**config.mk**
```make
export PLATFORM = sky130hd
export DESIGN_NAME = inst_fetch
export DESIGN_NICKNAME = d
export VERILOG_FILES = /design/src/rtl/inst_fetch_pkg.sv /design/src/rtl/inst_fetch_pc_reg.sv /design/src/rtl/inst_fetch.sv
export SDC_FILE = /design/constraint.sdc
export NUM_CORES = 1
export LEC_CHECK = 0
export CAP_MARGIN = 20
export CORE_MARGIN = 3
export CORE_UTILIZATION = 36
export CTS_CLUSTER_DIAMETER = 50
export DETAILED_ROUTE_END_ITERATION = 12
export PLACE_DENSITY = 0.81
export SLEW_MARGIN = 20
export SYNTH_ARGS = -nofsm -noshare
export SYNTH_HDL_FRONTEND = slang
export SYNTH_HIERARCHICAL = 1
export SYNTH_SLANG_ARGS = --single-unit
```
**constraint.sdc**
```tcl
create_clock -name clk -period 2 [get_ports clk]
set_input_delay 0.4 -clock clk [delete_from_list [all_inputs] [get_ports clk]]
set_output_delay 0.4 -clock clk [all_outputs]
set_load 0.1 [all_outputs]
```
**src/rtl/inst_fetch_pkg.sv**
```systemverilog
// rtl/inst_fetch_pkg.sv - shared types, constants and helpers for the instruction-fetch stage
package inst_fetch_pkg;

    localparam int INST_W = 32;
    localparam int IADDR_W = 32;

    typedef logic [IADDR_W-1:0] inst_addr_t;
    typedef logic [INST_W-1:0]  inst_t;

    localparam logic       ROM_ENABLE       = 1'b1;
    localparam logic       ROM_DISABLE      = 1'b0;
    localparam inst_t      ZERO_WORD        = '0;
    localparam inst_addr_t DEFAULT_RESET_PC = 32'h0000_0000;

    // Which source the PC takes at the next edge; the IF/ID register follows the same choice.
    typedef enum logic [1:0] {
        SEL_HOLD   = 2'd0,
        SEL_SEQ    = 2'd1,
        SEL_BRANCH = 2'd2,
        SEL_FLUSH  = 2'd3
    } pc_sel_e;

    function automatic logic is_aligned(input inst_addr_t addr);
        return addr[1:0] == 2'b00;
    endfunction

endpackage

```
**src/rtl/inst_fetch_pc_reg.sv**
```systemverilog
// rtl/inst_fetch_pc_reg.sv - PC register, ROM enable generation and next-PC priority mux
module inst_fetch_pc_reg
    import inst_fetch_pkg::*;
#(
    parameter logic [31:0] RESET_PC = DEFAULT_RESET_PC,
    parameter int          ADDR_W   = 32
) (
    input  logic              clk,
    input  logic              rst,
    input  logic              stall_i,
    input  logic              br_taken_i,
    input  logic [ADDR_W-1:0] br_target_i,
    input  logic              flush_i,
    input  logic [ADDR_W-1:0] flush_pc_i,
    output logic [ADDR_W-1:0] pc_o,
    output logic              ce_o,
    output pc_sel_e           sel_o
);

    logic [ADDR_W-1:0] pc_q, pc_d;
    logic              ce_q;
    pc_sel_e           sel;

    // Priority: flush beats branch beats stall; nothing is honoured until the enable is up.
    always_comb begin
        sel = SEL_HOLD;
        if (ce_q == ROM_ENABLE) begin
            if (flush_i)         sel = SEL_FLUSH;
            else if (br_taken_i) sel = SEL_BRANCH;
            else if (stall_i)    sel = SEL_HOLD;
            else                 sel = SEL_SEQ;
        end
    end

    // Next-PC mux; sequential step wraps naturally at the top of the address space.
    always_comb begin
        pc_d = pc_q;
        case (sel)
            SEL_FLUSH:  pc_d = flush_pc_i;
            SEL_BRANCH: pc_d = br_target_i;
            SEL_SEQ:    pc_d = pc_q + ADDR_W'(4);
            default:    pc_d = pc_q;
        endcase
    end

    // PC and enable registers; the enable rises one edge after reset so the first fetch is RESET_PC.
    always_ff @(posedge clk) begin
        if (rst) begin
            pc_q <= RESET_PC[ADDR_W-1:0];
            ce_q <= ROM_DISABLE;
        end else begin
            pc_q <= pc_d;
            ce_q <= ROM_ENABLE;
        end
    end

    assign pc_o  = pc_q;
    assign ce_o  = ce_q;
    assign sel_o = sel;

endmodule

```
**src/rtl/inst_fetch.sv**
```systemverilog
// rtl/inst_fetch.sv - instruction-fetch stage with IF/ID boundary register
module inst_fetch
    import inst_fetch_pkg::*;
#(
    parameter logic [31:0] RESET_PC = DEFAULT_RESET_PC,
    parameter int          ADDR_W   = 32
) (
    input  logic              clk,
    input  logic              rst,
    output logic              rom_ce,
    output logic [ADDR_W-1:0] rom_addr,
    input  logic [31:0]       rom_data,
    input  logic              stall,
    input  logic              br_taken,
    input  logic [ADDR_W-1:0] br_target,
    input  logic              flush,
    input  logic [ADDR_W-1:0] flush_pc,
    output logic [ADDR_W-1:0] pc,
    output logic [ADDR_W-1:0] if_pc,
    output logic [31:0]       if_inst,
    output logic              if_valid,
    output logic              if_adel
);

    logic              ce;
    logic              aligned;
    pc_sel_e           sel;

    logic [ADDR_W-1:0] if_pc_q, if_pc_d;
    inst_t             if_inst_q, if_inst_d;
    logic              if_valid_q, if_valid_d;
    logic              if_adel_q, if_adel_d;

    inst_fetch_pc_reg #(
        .RESET_PC (RESET_PC),
        .ADDR_W   (ADDR_W)
    ) u_pc_reg (
        .clk         (clk),
        .rst         (rst),
        .stall_i     (stall),
        .br_taken_i  (br_taken),
        .br_target_i (br_target),
        .flush_i     (flush),
        .flush_pc_i  (flush_pc),
        .pc_o        (pc),
        .ce_o        (ce),
        .sel_o       (sel)
    );

    assign aligned  = is_aligned(inst_addr_t'(pc));
    assign rom_addr = pc;
    // A misaligned PC still drives the address but never enables the ROM.
    assign rom_ce   = ce & aligned;

    // IF/ID next state: a redirect squashes the word in flight, a misaligned fetch becomes an address-error bubble.
    always_comb begin
        if_pc_d    = if_pc_q;
        if_inst_d  = if_inst_q;
        if_valid_d = if_valid_q;
        if_adel_d  = if_adel_q;
        case (sel)
            SEL_FLUSH: begin
                if_inst_d  = ZERO_WORD;
                if_valid_d = 1'b0;
                if_adel_d  = 1'b0;
            end
            SEL_BRANCH: begin
                if_pc_d    = pc;
                if_inst_d  = ZERO_WORD;
                if_valid_d = 1'b0;
                if_adel_d  = 1'b0;
            end
            SEL_SEQ: begin
                if_pc_d    = pc;
                if_valid_d = 1'b1;
                if_inst_d  = aligned ? rom_data : ZERO_WORD;
                if_adel_d  = ~aligned;
            end
            default: ;
        endcase
    end

    // IF/ID boundary register.
    always_ff @(posedge clk) begin
        if (rst) begin
            if_pc_q    <= '0;
            if_inst_q  <= ZERO_WORD;
            if_valid_q <= 1'b0;
            if_adel_q  <= 1'b0;
        end else begin
            if_pc_q    <= if_pc_d;
            if_inst_q  <= if_inst_d;
            if_valid_q <= if_valid_d;
            if_adel_q  <= if_adel_d;
        end
    end

    assign if_pc    = if_pc_q;
    assign if_inst  = if_inst_q;
    assign if_valid = if_valid_q;
    assign if_adel  = if_adel_q;

endmodule

```
# Word level (Yosys, flattened, before mapping)

Index checks and enable logic that the tools add are counted.

Input bits: 101
Output and inout bits: 131
Register bits after elaboration: 99
Logic and storage cells: 27

Reductions and logical operators: 5
Add/subtract/negate cells: 1
Multiplexer cells: 10
Bitwise logic cells: 2
Equality and inequality tests: 3

Operators with widths:

| cell                                                 | number |
|---|---|
| one-hot mux 32 bit (3 select lines)                  | 1 |
| one-hot mux 32 bit (2 select lines)                  | 1 |
| adder 32 x 3 -> 32 bit (second input constant)       | 1 |
| two-way mux 32 bit                                   | 1 |
| two-way mux 2 bit                                    | 3 |
| equality test 2 bit (second input constant)          | 2 |
| one-hot mux 1 bit (2 select lines)                   | 2 |
| OR reduction 2 bit                                   | 2 |
| nonzero test 3 bit                                   | 1 |
| equality test 2 x 1 -> 1 bit (second input constant) | 1 |
| logical NOT 2 bit                                    | 1 |
| two-way mux 1 bit                                    | 2 |
| nonzero test 2 bit                                   | 1 |
| AND 1 bit                                            | 1 |
| NOT 1 bit                                            | 1 |

# Depth between registers and ports, before layout

Depth in word-level cells: 7
Depth in mapped cells: 10
Mapped depth without buffers: 9

# Cells and area by module

The synthesis kept the hierarchy.

By module, submodules not included:

| module            | times used | cells an instance | seq. area each (µm²) | area an instance (µm²) |
|---|---|---|---|---|
| inst_fetch        | 1          | 225               | 1321.3               | 2504.9 |
| inst_fetch_pc_reg | 1          | 301               | 660.6                | 2283.4 |

# Worst setup path after synthesis

No wires, ideal clock.

Path kind: register to register
Start point: reg u_pc_reg.pc_q[2] (netlist: u_pc_reg/pc_o[2])
End point: reg u_pc_reg.pc_q[20] (netlist: u_pc_reg/pc_o[20])
Stages on the path, launching flop included: 7
Path buffers: 0
Slack: -0.632 ns
Data required time: 1.866 ns
Arrival: 2.499 ns
Setup time: 0.134 ns
Clock period less this slack: 2.632 ns
Cell sequence: dfxtp_1 ha_1 nand3_1 nor4_4 nand4_1 mux2i_1 o22ai_1

Word-level cells in the longest chain between the ends: 2

Ends and longest elaborated chain:

| item                                | RTL line                | RTL |
|---|---|---|
| start: declaration                  | inst_fetch_pc_reg.sv:20 | `logic [ADDR_W-1:0] pc_q, pc_d;` |
| start signal: assignment            | inst_fetch_pc_reg.sv:49 | `pc_q <= RESET_PC[ADDR_W-1:0];` |
| start signal: assignment            | inst_fetch_pc_reg.sv:52 | `pc_q <= pc_d;` |
| adder 32 x 3 -> 32 bit              | inst_fetch_pc_reg.sv:41 | `SEL_SEQ: pc_d = pc_q + ADDR_W'(4);` |
| one-hot mux 32 bit (3 select lines) | inst_fetch_pc_reg.sv:38 | `case (sel)` |

Every way passes these cells.
A chain may end at the register's enable or synchronous reset.

# Worst setup path in the final report

Start point: in stall
End point: reg u_pc_reg.pc_q[8] (netlist: u_pc_reg/pc_o[8])

Word-level cells in the longest chain between the ends: 6
Elaborated cells between the ends (all ways): 9
Classes of those cells: eq/ne (3); mux (5); reduce/logical (1)

Ends and longest elaborated chain:

| item                                                                             | RTL line                | RTL |
|---|---|---|
| start: declaration                                                               | inst_fetch.sv:13        | `input logic stall,` |
| two-way mux 1 bit (*)                                                            | inst_fetch_pc_reg.sv:30 | `else if (stall_i) sel = SEL_HOLD;` |
| two-way mux 2 bit (*)                                                            | inst_fetch_pc_reg.sv:29 | `else if (br_taken_i) sel = SEL_BRANCH;` |
| two-way mux 2 bit (*)                                                            | inst_fetch_pc_reg.sv:28 | `if (flush_i) sel = SEL_FLUSH;` |
| two-way mux 2 bit (*)                                                            | inst_fetch_pc_reg.sv:27 | `if (ce_q == ROM_ENABLE) begin` |
| equality test 2 x 1 -> 1 bit / equality test 2 bit (equally long branches)       | inst_fetch_pc_reg.sv:38 |  |
| one-hot mux 32 bit (3 select lines) / nonzero test 3 bit (equally long branches) | --                      |  |

Mark *: on every way between the ends. The rest lies on a longest branch, timed or not.

==> run_results.csv <==
group,metric,value,unit
synthesis,synth.most_common_cell,"dfxtp_1",
floorplanning,rows,41,
sta,setup_ws,-0.0521,ns
clock_tree,cts.reportedPaths.clkPinSlew,0.07,ns
floorplanning,die_x,121,um
synthesis,synth.distinct_cells,55,
worst_setup_path,path_max_fanout,10,
worst_setup_path,critical_path_required,2.26,ns
sta,finalHoldViolCount,0,
synthesis,yosysTopAreaCell,"dfxtp_1",
synthesis,synth-seq-cells,99,
worst_setup_path,crit_arrival,2.31,ns
clock_tree,worstSkewPairLatency,0.35,ns
cells_and_area,area_growth,66.0,%
cells_and_area,fin_area,7950,um^2
floorplanning,initial_utilization,0.373,
sta,grt_setup_unrepaired,"yes",
sta,fin_skew,0.00716,ns
routing,wl,17.3,mm
worst_setup_path,cp-start-kind,"input port",
run,maxCapViolCount,0,
global_routing,grt_usage,0.229,
synthesis,avgSynthCellArea,9.10,um^2
power,finalPower,6.35,mW
floorplanning,dieArea,14700,um^2
sta,slew_viol_final,0,
cells_and_area,nNetsFinal,867,
synthesis,synth_top_area_frac,0.414,
routing,drtIter0Drc,351,
place,gp_congestion,0.864,
sta,period_needed,2.05,ns
cells_and_area,seq_area,2030,um^2
synthesis,synth_common_cells,"99 x dfxtp_1, 64 x nor2_1, 38 x mux2i_1",
routing,drc,0,
global_routing,antenna_found_initial,0,
place,dp_slack,-0.808,ns
clock_tree,clockBufferDepth,2,
status,violations,"setup timing",
min_path,min_path_type,"flip-flop to flip-flop",
clock_tree,hold_buffers,0,
sta,fmax,0.487,GHz
global_routing,grt_max_degree,45,
cells_and_area,layout-drive-gt1-share,0.343,
sta,setup_viol,33,
cells_and_area,multiInputGateArea,2490,um^2
clock_tree,cts-htree-levels,3,
cells_and_area,num_antenna_cells,0,
synthesis,yosys-top-cells-area,"dfxtp_1 41%, mux2i_1 7.9%, a22o_1 6.0%",
cells_and_area,fin_cells,935,
worst_setup_path,cp-end-kind,"flip-flop",
synthesis,syn_inst,526,
routing,dr.pass1.iters,7,
global_routing,grt_overflow,0,
place,dp_cells,915,
synthesis,synth_ff_type,"dfxtp_1",
routing,dr_total_vias,5005,
power,ir_worst_vdd,0.000544,V
power,p_per_area,799,nW/um^2
sta,fin_tns_setup,-0.728,ns
floorplanning,core-area,12800,um^2
synthesis,netlist_area,4790,um^2
cells_and_area,nFillCells,1022,
sta,min_period_over_period,1.03,
synthesis,syn-num-nets,634,
clock_tree,cts_buffers,9,
floorplanning,io_pins,232,
synthesis,synth_edf_count,0,
place,place_area,7450,um^2
sta,worst_pin_slew,0.474,ns
sta,slew_headroom,0.682,
clock_tree,cts_tree,"done",
worst_setup_path,crit_type,"input port to flip-flop",
routing,ant_nets,0,
synthesis,seq_area_frac_synth,0.414,
global_routing,first_global_vias,5060,
power,leakagePower,3.40,nW
synthesis,yosys_warnings,6,
routing,vias_per_cell,5.35,
clock_tree,cts_sinks,99,
floorplanning,die_h,121,um
routing,wl_per_cell,18.6,um
place,dp_hpwl,12.9,mm
place,io_buffers,231,
synthesis,async_flop_share,0,
status,status,"finished, violations left",
clock_tree,clockRootBuffer,"clkbuf_16",
global_routing,grt_first_pass_wirelength,26.8,mm
==> flip-flops by register name, summed over array words and instances (netlist names) <==
| signal | flops |
|---|---|
| if_adel | 1 |
| if_inst | 32 |
| u_pc_reg/pc_o | 32 |
| u_pc_reg/ce_o | 1 |
| if_valid | 1 |
| if_pc | 32 |
==> metal layers <==
layer  routed length (um)  track usage
met1                 6820        0.272
met3                 1450       0.0545
met2                 8780        0.408
met5                    0            0
met4                  302       0.0700
==> report_power, final <==
part           total [mW]  internal, mW  switching (mW)
clock network        1.61         0.837           0.770
logic                2.55         0.862            1.68
registers            2.20          2.08           0.118
==> critical path, cell delays in order <==
cell and delay, ns:
clkdlybuf4s50_1 0.45, nor2_1 0.05, o21ai_2 0.21, buf_4 0.18
ha_4 0.14, and2_4 0.22, buf_12 0.15, a22oi_1 0.09
o21ai_1 0.11, a21oi_1 0.09, a311oi_1 0.22
==> worst paths after layout <==
check / start / to / slack, ns / depth (start not counted)
min reg2reg: if_inst[22]$_SDFFE_PP0P_ / if_inst[22]$_SDFFE_PP0P_ / 0.48 / 1
min: if_inst[22]$_SDFFE_PP0P_ / if_inst[22]$_SDFFE_PP0P_ / 0.48 / 1
max: stall / u_pc_reg/pc_o[8]$_SDFFE_PP0P_ / -0.05 / 11
max reg2reg: u_pc_reg/ce_o$_DFF_P_ / u_pc_reg/pc_o[8]$_SDFFE_PP0P_ / 0.12 / 9
==> layout by cell type (no fill, tap or decap), drive strengths merged, types with 4 or more instances in the layout <==
cell type,n
buf,188
dfxtp,99
clkdlybuf4s50,97
nor2,66
mux2i,38
a22o,33
o21ai,28
a21oi,27
nand2,20
nand3,17
a22oi,15
inv,13
nor3,10
nand4,10
clkbuf,9
ha,7
nor4,6
a21o,5
a222oi,5
a221oi,5
a211oi,5
and2,5
a31oi,4
o211ai,4
and3,4
nor2b,4
==> metrics by stage <==
step                      hold slack, ns  utilization
final                              0.482        0.620
after CTS                          0.475        0.615
after detailed placement           0.466        0.581
after global placement             0.454        0.581
after global routing               0.492        0.620
after floorplan                    0.526            -
==> layout make-up <==
class | instances | share of cell area
flip-flops and latches | 99 | 0.255
multi-input cells | 349 | 0.313
repair buffers | 288 | 0.365
clock buffers | 9 | 0.0283
clock inverters | 6 | 0.00535
inverters | 12 | 0.00567
well taps | 172 | 0.0271
==> logic make-up after synthesis <==
kind of cell	share of synthesized area
flip-flops	0.414
AND/OR/NAND/NOR	0.167
AO/OA/AOI/OAI	0.226
buffers and inverters	0.0956
adder cells (fa/ha/maj)	0.0183
multiplexers	0.0794
==> what timing repair did <==
action | in CTS | in global routing
setup endpoints to repair | 60 | 64
resized for setup | 21 | 13
pin swaps | 7 | 3
gates cloned | 3 | 0
buffers inserted | 2 | 0
No activity file was read; power rests on OpenSTA's default activity.
